[src/rtl/alucont_mc.sv]
// alucont_mc: ALU control decoder with an attached iterative unsigned
// multiply/divide unit (multu/divu).
//
// Ports:
//   clk, rst_n      - clock (rising edge) and asynchronous active-low reset
//   start           - request; aluop/funct/a/b are sampled on this cycle's edge
//   aluop [1:0]     - main-decoder ALU op class
//   funct [5:0]     - R-format function field
//   a, b  [WIDTH]   - operands for multu/divu
//   gout  [CTRL_W]  - ALU control code, purely combinational from aluop/funct
//   illegal         - aluop=10 with a funct that has no defined decode
//   busy            - multiply/divide iterations in progress
//   done            - one-cycle pulse: hi/lo were just written
//   hi, lo [WIDTH]  - registered multiply/divide results
module alucont_mc #(
  parameter int WIDTH  = 32,
  parameter int CTRL_W = 5
) (
  input  logic              clk,
  input  logic              rst_n,
  input  logic              start,
  input  logic [1:0]        aluop,
  input  logic [5:0]        funct,
  input  logic [WIDTH-1:0]  a,
  input  logic [WIDTH-1:0]  b,
  output logic [CTRL_W-1:0] gout,
  output logic              illegal,
  output logic              busy,
  output logic              done,
  output logic [WIDTH-1:0]  hi,
  output logic [WIDTH-1:0]  lo
);

  localparam int CNT_W = $clog2(WIDTH);
  localparam logic [5:0] FUNCT_MULTU = 6'b011001;
  localparam logic [5:0] FUNCT_DIVU  = 6'b011011;

  typedef enum logic [1:0] {IDLE, MUL, DIV} state_e;

  state_e             state_q, state_d;
  // Shared accumulator: MUL holds {partial product hi, multiplier remaining};
  // DIV holds {partial remainder, dividend bits shifting out / quotient in}.
  logic [2*WIDTH-1:0] acc_q, acc_d;
  logic [WIDTH-1:0]   opnd_q, opnd_d;
  logic [CNT_W-1:0]   cnt_q, cnt_d;
  logic [WIDTH-1:0]   hi_q, hi_d;
  logic [WIDTH-1:0]   lo_q, lo_d;
  logic               done_q, done_d;

  logic               start_mul, start_div, last_iter;
  logic [WIDTH:0]     mul_sum;
  logic [WIDTH:0]     div_shift;
  logic               div_fits;
  logic [WIDTH-1:0]   div_sub;

  // Control-code decode; deliberately independent of FSM state.
  always_comb begin
    gout    = CTRL_W'(5'b00010);
    illegal = 1'b0;
    case (aluop)
      2'b00: gout = CTRL_W'(5'b00010);
      2'b01: gout = CTRL_W'(5'b01010);
      2'b11: gout = CTRL_W'(5'b11000);
      default: begin
        case (funct)
          6'b100000:   gout = CTRL_W'(5'b00010);
          6'b100010:   gout = CTRL_W'(5'b01010);
          6'b100100:   gout = CTRL_W'(5'b00000);
          6'b100101:   gout = CTRL_W'(5'b00001);
          6'b101010:   gout = CTRL_W'(5'b01011);
          6'b000010:   gout = CTRL_W'(5'b00100);
          FUNCT_MULTU: gout = CTRL_W'(5'b00010);
          FUNCT_DIVU:  gout = CTRL_W'(5'b00010);
          default: begin
            gout    = CTRL_W'(5'b00010);
            illegal = 1'b1;
          end
        endcase
      end
    endcase
  end

  assign start_mul = start && (aluop == 2'b10) && (funct == FUNCT_MULTU);
  assign start_div = start && (aluop == 2'b10) && (funct == FUNCT_DIVU);
  assign last_iter = (cnt_q == CNT_W'(WIDTH - 1));

  // FSM next state: starts are only honoured from IDLE.
  always_comb begin
    state_d = state_q;
    case (state_q)
      IDLE: begin
        if (start_mul)      state_d = MUL;
        else if (start_div) state_d = DIV;
      end
      MUL, DIV: if (last_iter) state_d = IDLE;
      default: state_d = IDLE;
    endcase
  end

  // FSM outputs.
  always_comb begin
    busy = (state_q != IDLE);
  end

  // Shift-add step: add multiplicand to the upper half when the current
  // multiplier LSB is set, then shift the whole accumulator right (carry in).
  assign mul_sum = {1'b0, acc_q[2*WIDTH-1:WIDTH]} +
                   (acc_q[0] ? {1'b0, opnd_q} : {(WIDTH+1){1'b0}});

  // Restoring step: the remainder stays below the divisor, so the shifted
  // value fits WIDTH+1 bits and the difference, when taken, fits WIDTH bits.
  // A zero divisor always "fits", which yields all-ones quotient and rem=a.
  assign div_shift = {acc_q[2*WIDTH-1:WIDTH], acc_q[WIDTH-1]};
  assign div_fits  = (div_shift >= {1'b0, opnd_q});
  assign div_sub   = WIDTH'(div_shift - {1'b0, opnd_q});

  // Datapath: operand capture, one iteration per cycle, result writeback.
  always_comb begin
    acc_d  = acc_q;
    opnd_d = opnd_q;
    cnt_d  = cnt_q;
    hi_d   = hi_q;
    lo_d   = lo_q;
    done_d = 1'b0;
    case (state_q)
      IDLE: begin
        if (start_mul) begin
          acc_d  = {{WIDTH{1'b0}}, b};
          opnd_d = a;
          cnt_d  = '0;
        end else if (start_div) begin
          acc_d  = {{WIDTH{1'b0}}, a};
          opnd_d = b;
          cnt_d  = '0;
        end
      end
      MUL: begin
        acc_d = {mul_sum, acc_q[WIDTH-1:1]};
        cnt_d = cnt_q + CNT_W'(1);
      end
      DIV: begin
        acc_d = {(div_fits ? div_sub : div_shift[WIDTH-1:0]),
                 acc_q[WIDTH-2:0], div_fits};
        cnt_d = cnt_q + CNT_W'(1);
      end
      default: ;
    endcase
    if ((state_q != IDLE) && last_iter) begin
      hi_d   = acc_d[2*WIDTH-1:WIDTH];
      lo_d   = acc_d[WIDTH-1:0];
      done_d = 1'b1;
    end
  end

  // State register; reset aborts any operation and clears results.
  always_ff @(posedge clk or negedge rst_n) begin
    if (!rst_n) begin
      state_q <= IDLE;
      acc_q   <= '0;
      opnd_q  <= '0;
      cnt_q   <= '0;
      hi_q    <= '0;
      lo_q    <= '0;
      done_q  <= 1'b0;
    end else begin
      state_q <= state_d;
      acc_q   <= acc_d;
      opnd_q  <= opnd_d;
      cnt_q   <= cnt_d;
      hi_q    <= hi_d;
      lo_q    <= lo_d;
      done_q  <= done_d;
    end
  end

  assign done = done_q;
  assign hi   = hi_q;
  assign lo   = lo_q;

endmodule

[config.mk]
export PLATFORM = sky130hd
export DESIGN_NAME = alucont_mc
export DESIGN_NICKNAME = d
export VERILOG_FILES = /design/src/rtl/alucont_mc.sv
export SDC_FILE = /design/constraint.sdc
export NUM_CORES = 1
export LEC_CHECK = 0
export CAP_MARGIN = 20
export CORE_ASPECT_RATIO = 0.8
export CORE_MARGIN = 10
export CORE_UTILIZATION = 51
export CTS_CLUSTER_DIAMETER = 30
export DETAILED_ROUTE_END_ITERATION = 10
export GPL_TIMING_DRIVEN = 0
export PLACE_DENSITY = 0.74
export SLEW_MARGIN = 10
export SYNTH_ARGS = -nofsm -noshare
export SYNTH_HDL_FRONTEND = slang
export SYNTH_SLANG_ARGS = --single-unit
[constraint.sdc]
create_clock -name clk -period 3.9 [get_ports clk]
set_clock_uncertainty 0.2 [all_clocks]
set_input_delay 0.585 -clock clk [delete_from_list [all_inputs] [get_ports clk]]
set_output_delay 0.585 -clock clk [all_outputs]
set_load 0.02 [all_outputs]
Word-level counts from Yosys, hierarchy flattened --
Index checks and enable logic that the tools add are counted.
Cells by class: add/subtract/negate cells 3, $mul 0, divide/modulo/power cells 0, order comparisons 1, eq/ne operators 16, shift operators 0, muxes and demuxes 19, bitwise logic cells 0, reduce and logical (&&, ||, !) cells 15
Operator list (number):
- case mux 64 bit (3 select lines) | 1
- 2-to-1 mux 32 bit | 4
- 2-to-1 mux 64 bit | 2
- adder 32 x 32 -> 33 bit | 1
- greater-or-equal comparator 33 x 32 -> 1 bit | 1
- subtractor 32 bit | 1
- == test 6 bit (second input constant) | 5
- case mux 4 bit (5 select lines) | 1
- case mux 5 bit (3 select lines) | 1
- == test 6 x 5 -> 1 bit (second input constant) | 2
- 2-to-1 mux 5 bit | 2
- case mux 5 bit (2 select lines) | 1
- OR reduction 8 bit | 1
- == test 2 bit (second input constant) | 3
- == test 6 x 2 -> 1 bit (second input constant) | 1
- 2-to-1 mux 2 bit | 3
- AND reduction 2 bit | 3
- nonzero test 2 bit | 3
- adder 5 x 1 -> 5 bit (second input constant) | 1
- == test 5 bit (second input constant) | 1
- == test 2 x 1 -> 1 bit (second input constant) | 2
- logical AND 1 bit | 4
- logical NOT 2 bit | 2
- case mux 2 bit (2 select lines) | 1
- other kinds (5) | 7
Storage, ports and cells: bits in registers 168, bits in latches 0, memory bits (writable) 0, ROM bits 0, input bits 75, output and inout bits 72, logic and storage cells 61, memories 0

Longest topological paths before layout --
depth in word-level cells 6, mapped depth 14, depth with buffers taken out 13

Worst setup path before layout --
No wires, ideal clock.
path kind reg2reg, start point register acc_q[0], end point register hi_q[30] (netlist: hi[30]), library setup time 0.127 ns, arrival 3.114 ns, data required time 3.573 ns, slack 0.459 ns, stages on the path, launching flop included 15, path buffers 2, period minus slack after synthesis 3.441 ns, cells stage by stage dfrtp_1 inv_1 clkbuf_1 nor2_1 ha_1 clkbuf_1 a21oi_1 o21ai_1 a221o_1 a41o_1 a211oi_1 o21ai_0 a211o_1 a31oi_1 o21ai_1
Between the ends: cells in the longest elaborated chain, start to end 3
RTL lines:
- start: declaration | RTL line 43 | logic [2*WIDTH-1:0] acc_q, acc_d;
- start signal: assignment | RTL line 159 | acc_q <= '0;
- start signal: assignment | RTL line 167 | acc_q <= acc_d;
- 2-to-1 mux 32 bit | RTL line 108 | (acc_q[0] ? {1'b0, opnd_q} : {(WIDTH+1){1'b0}});
- adder 32 x 32 -> 33 bit | RTL line 107 | assign mul_sum = {1'b0, acc_q[2*WIDTH-1:WIDTH]} +
- case mux 64 bit (3 select lines) | RTL line 125 | case (state_q)
- end signal: assignment | RTL line 170 | hi_q <= hi_d;
- end: declaration | RTL line 46 | logic [WIDTH-1:0] hi_q, hi_d;
No other way between the ends. A chain may end at the register's enable or synchronous reset.

Worst setup path after layout --
start point register acc_q[35], end point register acc_q[61]
Between the ends: cells in the longest elaborated chain, start to end 3, elaborated cells on any way between the ends 5, classes of those cells add/sub: 2; order compare: 1; mux: 2
RTL lines:
- subtractor 32 bit / greater-or-equal comparator 33 x 32 -> 1 bit (equally long branches) | RTL line 115, 114
- 2-to-1 mux 32 bit | RTL line 142 | acc_d = {(div_fits ? div_sub : div_shift[WIDTH-1:0]),
- case mux 64 bit (3 select lines) (*) | RTL line 125
- named net acc_d[61] | RTL line 43
The timed path passes the listed nets; every way through them passes the cells marked *.

==> results.json <==
{
  "clockBufferDepth": 2,
  "synthTopCellsByArea": "dfrtp_1, a21oi_1, ha_1, o21ai_0, mux2_2",
  "clock_latency_ns": 0.45,
  "antenna_left": 0,
  "combPwrFrac_pct": 53.0,
  "cts.clk_slew.worst_paths_ns": 0.07,
  "place_congestion": 0.9769,
  "post-synth-top-count-cell": "a21oi_1",
  "pre_cts_ws_ns": -0.9953,
  "wl_per_cell_um": 24.25,
  "numPortBuffers": 145,
  "arrival_ns": 3.90,
  "placed_area_um2": 14100,
  "max-cap-violations": 0,
  "syn_to_final_growth_pct": 22.86,
  "ys_warn_count": 0,
  "drive_gt1_share_pct": 9.789,
  "yosysTopAreaCell": "dfrtp_1",
  "fill_cells": 2097,
  "initial_core_util_pct": 52.09,
  "crit_type": "reg2reg",
  "finalHoldViolations": 0,
  "cp-end-kind": "register",
  "dieArea_um2": 30590,
  "syn_area_per_cell_um2": 8.539,
  "reg2regPathDepth": 11,
  "yosysSeqAreaShare_pct": 34.41,
  "boundaryPins": 147,
  "critPathLaunchType": "register",
  "switching_share_pct": 45.46,
  "path_depth": 11,
  "drv_slew": 0,
  "cp_slowest_cell": "dfrtp_1",
  "gr-total-overflow": 0,
  "row_count": 50,
  "ys.flop_type": "dfrtp_1",
  "worst_slew_pin_slew_ns": 0.9722,
  "clock_power_share_pct": 20.7,
  "netlist_top_cells_count": "a21oi_1, dfrtp_1, o21ai_0",
  "drc": 0,
  "antennaDiodeCount": 0,
  "syn_area_um2": 12220,
  "root_buffer": "clkbuf_16",
  "cts_sinks": 168,
  "finalSetupViolCount": 0,
  "syn-num-nets": 1578,
  "grt_pass1_vias": 12007,
  "grt_pass1_wl_um": 70420,
  "cts_max_level": 4,
  "drt_iter0_drc": 1052,
  "syn_inst": 1431,
  "synth_edf_count": 0,
  "p_int_w": 0.005272,
  "synth-seq-cells": 168,
  "worstPathMaxFanout": 10,
  "cp_data_required_time_ns": 4.01,
  "grt_max_degree": 88,
  "die_h_um": 158.4,
  "cts_buffers": 17,
  "ir_drop_uv": 357.9,
  "vias_per_cell": 6.398,
  "hold_class": "reg2reg",
  "chipWidth_um": 193.1,
  "path_buf_inv": 1,
  "final_area_um2": 15010,
  "placed_cells": 1890,
  "num_vias": 12322,
  "track_usage_pct": 30.03,
  "wirelength_um": 46700,
  "ys_types": 88,
  "period_share_pct": 97.15,
  "finalSetupTns_ns": 0,
  "relSlewSlack_pct": 35.19,
  "cp_cell_sequence": "ha_1 -> a21o_1 -> a31o_2 -> o2111ai_2 -> a31oi_4 -> o2111ai_4 -> nand2_4 -> buf_6 -> and2_1 -> a221oi_4 -> o21ai_1",
  "layout.nets": 1748,
  "antenna_found_initial": 0,
  "cpPeakStageDelay_ns": 0.43,
  "leakagePower_nw": 6.389,
  "holdPathStages": 2,
  "core_area_um2": 23460,
  "fin_ws_ns": 0.1111,
  "cts_tree": "done",
  "dr.pass1.iters": 6,
  "p_total_w": 0.009666,
  "netlist.area_leader.share_pct": 34.41,
  "instances_no_fill": 1926,
  "hpwl_um": 35480,
  "powerDensity_nw_per_um2": 643.8,
  "finalCriticalPeriod_ns": 3.789,
  "p_sw_w": 0.004394,
  "seq_power_share_pct": 26.3,
  "ys_async_sr_fraction_pct": 100.0,
  "outcome": "completed",
  "path_delay_family": "compound AO/OA/AOI/OAI gates",
  "fmax_mhz": 263.9
}
[per-stage QoR]
step                      hold WS [ns]  utilization (%)
final                           0.2854            63.99
after global routing            0.3124            63.99
after CTS                       0.2857            63.55
after detailed placement        0.2711            60.10
after global placement          0.2594            59.94
after floorplan                0.08941                -
[logic make-up after synthesis]
family | synth area share, %
xor+xnor | 3.225
buf+inv | 4.864
flops | 34.41
simple gates | 14.42
mux | 7.475
fa+ha+maj | 7.495
compound gates | 28.12
[layer usage]
layer / part of all wire, % / wire length [µm] / GRT usage [%]
met1: 44 / 20480 / 41.30
met2: 43 / 19920 / 43.38
met3: 10 / 4830 / 9.816
met4: 3.0 / 1383 / 9.470
met5: 0.19 / 88 / 2.265
[worst reg2reg max path: cells and delay by family (launching register included)]
family	cells	cell delay, ns
DFF	1	0.43
AOI/OAI and AO/OA	7	1.86
buffers and inverters	1	0.23
adders and majority gates	1	0.41
and+or+nand+nor	2	0.50
[final cells by class]
cell class / count / area, µm² / share of cell area, %
multi-input combinational: 1113 / 7586 / 50.53
sequential: 168 / 4205 / 28.01
inverter: 62 / 232.7 / 1.550
clock inverter: 14 / 235.2 / 1.567
timing repair buffer: 155 / 1551 / 10.33
clock buffer: 18 / 439.2 / 2.925
buffer: 84 / 372.9 / 2.484
tap: 312 / 390.4 / 2.600
[cells in the final DEF, fill, tap and decap left out, types with 35 or more instances in the layout]
master,instances
mux2_2,45
ha_1,69
a21oi_1,184
dfrtp_1,167
nand2_1,114
o21ai_0,142
mux2i_1,35
clkbuf_1,63
nor2_1,109
inv_1,61
clkdlybuf4s50_1,144
[state kept, by name, indices dropped and copies added (netlist names)]
signal,cells
acc_q,64
hi,32
lo,32
opnd_q,32
cnt_q,5
state_q,2
done,1
[worst paths after layout]
kind	end	slack, ns	startpoint
worst min register to register	opnd_q[29]$_DFFE_PN0P_	0.29	opnd_q[29]$_DFFE_PN0P_
max in group asynchronous	acc_q[0]$_DFF_PN0_	2.12	rst_n
worst min-delay path	opnd_q[29]$_DFFE_PN0P_	0.29	opnd_q[29]$_DFFE_PN0P_
min in group asynchronous	hi[16]$_DFFE_PN0P_	0.48	rst_n
worst max register to register	acc_q[61]$_DFF_PN0_	0.11	acc_q[35]$_DFF_PN0_
worst max-delay path	acc_q[61]$_DFF_PN0_	0.11	acc_q[35]$_DFF_PN0_
[repair_timing]
action                     4_1_cts  5_1_grt
hold buffers                     1        0
buffers inserted                 5        2
pin swaps                        3        2
setup endpoints to repair       25       52
resized for setup               19       35
hold endpoints to repair        81        0
[power by group through the flow]
stage / Combinational [W] / Sequential [W] / Clock [W]
6_report: 0.00513 / 0.00254 / 0.00200
5_1_grt: 0.00554 / 0.00257 / 0.00208
4_1_cts: 0.00489 / 0.00251 / 0.00200
3_5_place_dp: 0.00479 / 0.00254 / 0
3_3_place_gp: 0.00475 / 0.00253 / 0
2_1_floorplan: 0.00357 / 0.00236 / 0
Power figures use the tool's default switching activity.
